File: src/rtl/syst_pkg.sv
// Shared definitions for the systolic-array feeder blocks.
package syst_pkg;

  // Default array geometry used by the feeder and its users.
  localparam int ROWS_DEF    = 4;
  localparam int X_WIDTH_DEF = 8;

  // Feeder control states.
  typedef enum logic [1:0] {
    IDLE   = 2'd0,
    STREAM = 2'd1,
    DRAIN  = 2'd2
  } feeder_state_t;

  // Gate a data word with its valid so that bubbles always carry zero.
  function automatic logic [63:0] gate_data(input logic vld, input logic [63:0] data);
    return vld ? data : 64'd0;
  endfunction

endpackage

File: src/rtl/syst_delay_line.sv
// Registered valid+data shift chain of DEPTH stages. Data entering with
// valid low is forced to zero so every bubble travels as (0, 0).
module syst_delay_line
  import syst_pkg::*;
#(
  parameter int DEPTH = 1,
  parameter int WIDTH = 8
) (
  input  logic             clk_i,
  input  logic             rst_i,
  input  logic             valid_i,
  input  logic [WIDTH-1:0] data_i,
  output logic             valid_o,
  output logic [WIDTH-1:0] data_o
);

  logic [DEPTH-1:0] vld_q;
  logic [WIDTH-1:0] dat_q [DEPTH];
  logic [WIDTH-1:0] data_in_gated;

  assign data_in_gated = WIDTH'(gate_data(valid_i, 64'(data_i)));

  // Shift valid and data one stage per clock; reset empties the chain.
  always_ff @(posedge clk_i or posedge rst_i) begin
    if (rst_i) begin
      vld_q <= '0;
      for (int i = 0; i < DEPTH; i++) begin
        dat_q[i] <= '0;
      end
    end else begin
      vld_q[0] <= valid_i;
      dat_q[0] <= data_in_gated;
      for (int i = 1; i < DEPTH; i++) begin
        vld_q[i] <= vld_q[i-1];
        dat_q[i] <= dat_q[i-1];
      end
    end
  end

  assign valid_o = vld_q[DEPTH-1];
  assign data_o  = dat_q[DEPTH-1];

endmodule

File: src/rtl/syst_skew_feeder.sv
// Skews activation vectors into a systolic array: row r sees each beat r
// cycles after row 0. After the last beat of a tile the feeder stops
// accepting input until the final element has left the bottom row.
module syst_skew_feeder
  import syst_pkg::*;
#(
  parameter int ROWS    = ROWS_DEF,
  parameter int X_WIDTH = X_WIDTH_DEF
) (
  input  logic                    clk_i,
  input  logic                    rst_i,
  input  logic                    s_valid_i,
  output logic                    s_ready_o,
  input  logic [ROWS*X_WIDTH-1:0] s_data_i,
  input  logic                    s_last_i,
  output logic [ROWS*X_WIDTH-1:0] x_o,
  output logic [ROWS-1:0]         valid_o,
  output logic                    done_o
);

  localparam int CNT_W = (ROWS > 1) ? $clog2(ROWS) : 1;

  feeder_state_t    state_q;
  feeder_state_t    state_d;
  logic [CNT_W-1:0] drain_cnt_q;
  logic             done_q;
  logic             beat;

  // Input is only blocked while the last tile drains down the skew.
  assign s_ready_o = (state_q != DRAIN);
  assign beat      = s_valid_i && s_ready_o;
  assign done_o    = done_q;

  // State register.
  always_ff @(posedge clk_i or posedge rst_i) begin
    if (rst_i) begin
      state_q <= IDLE;
    end else begin
      state_q <= state_d;
    end
  end

  // Next-state logic.
  always_comb begin
    state_d = state_q;
    case (state_q)
      IDLE: begin
        if (beat) begin
          state_d = s_last_i ? DRAIN : STREAM;
        end else begin
          state_d = IDLE;
        end
      end
      STREAM: begin
        if (beat && s_last_i) begin
          state_d = DRAIN;
        end else begin
          state_d = STREAM;
        end
      end
      DRAIN: begin
        if (done_q) begin
          state_d = IDLE;
        end else begin
          state_d = DRAIN;
        end
      end
      default: state_d = IDLE;
    endcase
  end

  // Count DRAIN cycles; done is registered one cycle ahead so it lines up
  // with the last element reaching row ROWS-1 (ROWS-1 cycles into DRAIN).
  always_ff @(posedge clk_i or posedge rst_i) begin
    if (rst_i) begin
      drain_cnt_q <= '0;
      done_q      <= 1'b0;
    end else if (state_q == DRAIN) begin
      drain_cnt_q <= drain_cnt_q + 1'b1;
      done_q      <= (drain_cnt_q == CNT_W'(ROWS - 2));
    end else begin
      drain_cnt_q <= '0;
      done_q      <= 1'b0;
    end
  end

  // One delay line per row; row r is r+1 stages deep.
  for (genvar r = 0; r < ROWS; r++) begin : g_row
    syst_delay_line #(
      .DEPTH(r + 1),
      .WIDTH(X_WIDTH)
    ) u_delay (
      .clk_i  (clk_i),
      .rst_i  (rst_i),
      .valid_i(beat),
      .data_i (s_data_i[r*X_WIDTH +: X_WIDTH]),
      .valid_o(valid_o[r]),
      .data_o (x_o[r*X_WIDTH +: X_WIDTH])
    );
  end

endmodule

File: config.mk
export PLATFORM = sky130hd
export DESIGN_NAME = syst_skew_feeder
export DESIGN_NICKNAME = d
export VERILOG_FILES = /design/src/rtl/syst_pkg.sv /design/src/rtl/syst_delay_line.sv /design/src/rtl/syst_skew_feeder.sv
export SDC_FILE = /design/constraint.sdc
export NUM_CORES = 1
export LEC_CHECK = 0
export BUFFER_PORTS_ARGS = -buffer_cell sky130_fd_sc_hd__buf_2
export CORE_MARGIN = 2
export CORE_UTILIZATION = 55
export DETAILED_ROUTE_END_ITERATION = 12
export GPL_TIMING_DRIVEN = 0
export PLACE_DENSITY = 0.83
export SLEW_MARGIN = 20
export SYNTH_ARGS = -nofsm -noshare
export SYNTH_HDL_FRONTEND = slang
export SYNTH_SLANG_ARGS = --single-unit
File: constraint.sdc
create_clock -name clk_i -period 5.23 [get_ports clk_i]
set_input_delay 0.2615 -clock clk_i [delete_from_list [all_inputs] [get_ports clk_i]]
set_output_delay 0.2615 -clock clk_i [all_outputs]
set_load 0.02 [all_outputs]
==> impl_results.md <==
- Kind of critical path: reg -> out
- Hold_ws: 0.156 ns
- Largest net degree at the start of global routing: 47
- Clock sink total: 89
- Max Root-Sink Buffers: 2
- Port bufs: 73
- Row count: 25
- Met3 Track Usage GR: 5.09%
- DP HPWL: 2870 µm
- Top FF cell, synth: dfrtp_1
- Slew margin rel.: 63.4%
- Largest family of logic cells by synthesized area: buffers and inverters
- Total power: 1.56 mW
- Synthesized instance count: 171
- Drt first pass iters: 4
- Footprint of the multi-input gates: 282 µm²
- Hold WC Path Type: in -> reg
- Cts bufs inserted: 9
- Detailed Route WL: 3940 µm
- Top-count cell post-synth: dfrtp_1
- Worst setup SP type: register
- Synth Area in Simple Gates: 9.23%
- Register area share after synthesis: 79.8%
- Core area: 4820 µm²
- Yosys warns: 0
- Routability cong.: 0.699
- Status: completed
- Comb power frac: 21.9%
- Layout fillers: 354
- Crit Path Max Fanout: 10
- Final Hold Viols: 0
- First-pass GRT wire length: 6190 µm
- Vias in the first global route: 1378
- Fin nets: 294
- Placed cells: 312
- Power Density: 455 nW/µm²
- Post-CTS Setup Inserts: 0
- Avg Cell Area, Syn: 16.3 µm²
- Worst Clk Skew: 0.00736 ns
- R2R setup slack: 4.12 ns
- Synth unique cells: 17
- Async S/R FF share, synth: 100%
- Final TNS setup: 0 ns
- Post-synthesis compound-gate area fraction: 0.403%
- Hold Path Origin: s_data_i[16]
- Root buf cell: clkbuf_8
- RSZ-0062 raised after global routing: false
- Slew Limit Fails: 0
- Synth top area cells: dfrtp_1 80%, buf_4 7.5%, and3_1 5.6%, and3_2 1.9%, buf_6 1.2%
- Max-Cap Viols: 0
- Setup-failing EPs final: 0
- Critical path capture point type: output pin
- Reg2reg end: g_row[1].u_delay.dat_q[10]
- Actual slew at the worst max-slew pin: 0.549 ns
- Adder-cell share of the synthesized area: 0.448%
- CTS tree: yes
- Die H: 75.2 µm
- I/O Pins: 74
- Worst path cell trace: nand2b_1, buf_6, buf_8, buf_2
- Die extent in x: 75.2 µm
- Worst reg2reg path depth: 4
- Post-Synth XOR/XNOR Area: 0%
- Reg clk slew, reported paths: 0.07 ns
- Max incr delay on CP: 0.39 ns
- Non-Filler Instances: 327
- Final ANT Viol Nets: 0
- Met2 Track Usage GR: 23.5%
- Yosys top cell by area: dfrtp_1
- Initial Utilization: 57.9%
- Diode count: 0
- Sw Pwr: 0.419 mW
- Layout cells sized above 1: 48.8%
- Crit-path slowest cell: dfrtp_1
- H-tree depth: 3
- WP data arrival: 1.29 ns
- Reg-to-Reg Start: state_q[0]
- DR vias/cell: 4.31
- Post-synthesis mux area share: 0%
- GRT Util Overall: 15.7%
- Initial antenna violation count: 0
- Pint: 1.14 mW
- Netlist Area Pre-Place: 2790 µm²
- Final worst setup slack: 3.68 ns
- Syn_nets: 208
- Worst EP required: 4.97 ns
- Clk Latency, worst-skew pair: 0.33 ns
- Fin crit period: 1.55 ns
- Sw Share: 26.9%
- P_leak: 1.98 nW
- Crit path to: s_ready_o
- Register area: 2230 µm²
- Synth top cells by count: 89 x dfrtp_1, 28 x buf_4, 25 x and3_1
- Dpl ws: 4.03 ns
- Sequential cell fraction of total power: 54.4%
- Global routing's busiest layer: met2
- Post-synth top area share: 79.8%
- Drt wl/cell: 12.0 µm
- Seq cells post-synth: 89
- Via count: 1411
- Clock power share: 23.7%
- DRC errors left: 0
- P&R area growth vs syn: 22.7%
- Max Clock Freq: 644 MHz
- Die area: 5660 µm²
- Tcrit/Tclk final: 29.7%
- Peak supply drop: 269 µV
- Total grt overflow: 0
- Worst Setup SP: state_q[0]
- Met1 usage: 20.7%
- First DRT Iteration DRCs: 77
- Post-synth EDFFs: 0
through the flow:
stage | cell area, µm² | utilization [%]
floorplan | 2790 | -
global placement | 3240 | 67.3
detailed placement | 3260 | 67.7
CTS | 3420 | 71.1
global route | 3420 | 71.1
finish | 3420 | 71.1
worst min path at each step:
stage               cells past startpoint                          to
finish                                  2  g_row[2].u_delay.dat_q[16]
global route                            2  g_row[0].u_delay.data_o[6]
CTS                                     2  g_row[2].u_delay.dat_q[16]
detailed placement                      0  g_row[3].u_delay.dat_q[22]
global placement                        0  g_row[1].u_delay.data_o[4]
floorplan                               0  g_row[1].u_delay.data_o[0]
flip-flops by register name (all words and copies together) (netlist names):
register and cells:
g_row.u_delay.dat_q 48, drain_cnt_q 2, state_q 2, g_row.u_delay.vld_q 4, g_row.u_delay.data_o 32, done_o 1
power by group through the flow:
stage	combinational, mW	sequential, mW	clock (mW)
4_1_cts	0.346	0.850	0.382
5_1_grt	0.373	0.862	0.412
2_1_floorplan	0.237	0.865	0
3_5_place_dp	0.344	0.864	0
6_report	0.341	0.848	0.369
3_3_place_gp	0.334	0.856	0
critical path: cells and delay by family (launching register included):
kind,cells,cell delay [ns]
buf+inv,3,0.42
flops,1,0.39
simple gates,1,0.15
cell usage in the layout (no fill, tap or decap):
| master | synthesis | routed |
|---|---|---|
| dfrtp_1 | 89 | 89 |
| clkbuf_8 | 0 | 9 |
| or2b_1 | 2 | 2 |
| and3_2 | 7 | 7 |
| nand2b_1 | 2 | 2 |
| buf_8 | 1 | 1 |
| buf_6 | 3 | 3 |
| buf_4 | 28 | 28 |
| buf_2 | 0 | 73 |
| and3_1 | 25 | 25 |
| clkinvlp_4 | 0 | 2 |
| nor2_1 | 3 | 3 |
| clkinv_2 | 0 | 1 |
| dlygate4sd3_1 | 0 | 1 |
| buf_12 | 0 | 1 |
| clkbuf_2 | 1 | 1 |
| ha_1 | 1 | 1 |
| o22ai_1 | 1 | 1 |
| inv_1 | 3 | 2 |
| nand2_1 | 1 | 1 |
| and2_1 | 1 | 1 |
| a21oi_1 | 1 | 1 |
| inv_4 | 0 | 1 |
| clkbuf_1 | 2 | 4 |
final cells by class:
type                       count  share of cell area (%)
clock buffer                  11                    3.84
timing repair buffer          75                    11.5
multi-input combinational     44                    8.22
sequential                    89                    65.0
inverter                       3                   0.402
tap                           67                    2.45
buffer                        35                    7.93
clock inverter                 3                   0.585
routing by layer:
metal | share of wire [%] | wire length (µm) | vias to the layer above
met5 | 0 | 0 | -
met4 | 2.5 | 97 | 0
met3 | 5.9 | 233 | 10
met2 | 49 | 1930 | 57
met1 | 43 | 1680 | 655
li1 | - | - | 689
cells by family (layout without fill, tap and decap cells):
family	after synthesis	count (layout)
AOI/OAI and AO/OA	2	2
adders and majority gates	1	1
buffers and inverters	38	127
DFF	89	89
and+or+nand+nor	41	41
what timing repair did:
action                    in CTS  in global routing
hold endpoints to repair      45                  0
gates resized for setup        0                  0
hold buffers                   1                  0
Note: power is estimated with default switching activity, not from simulation.
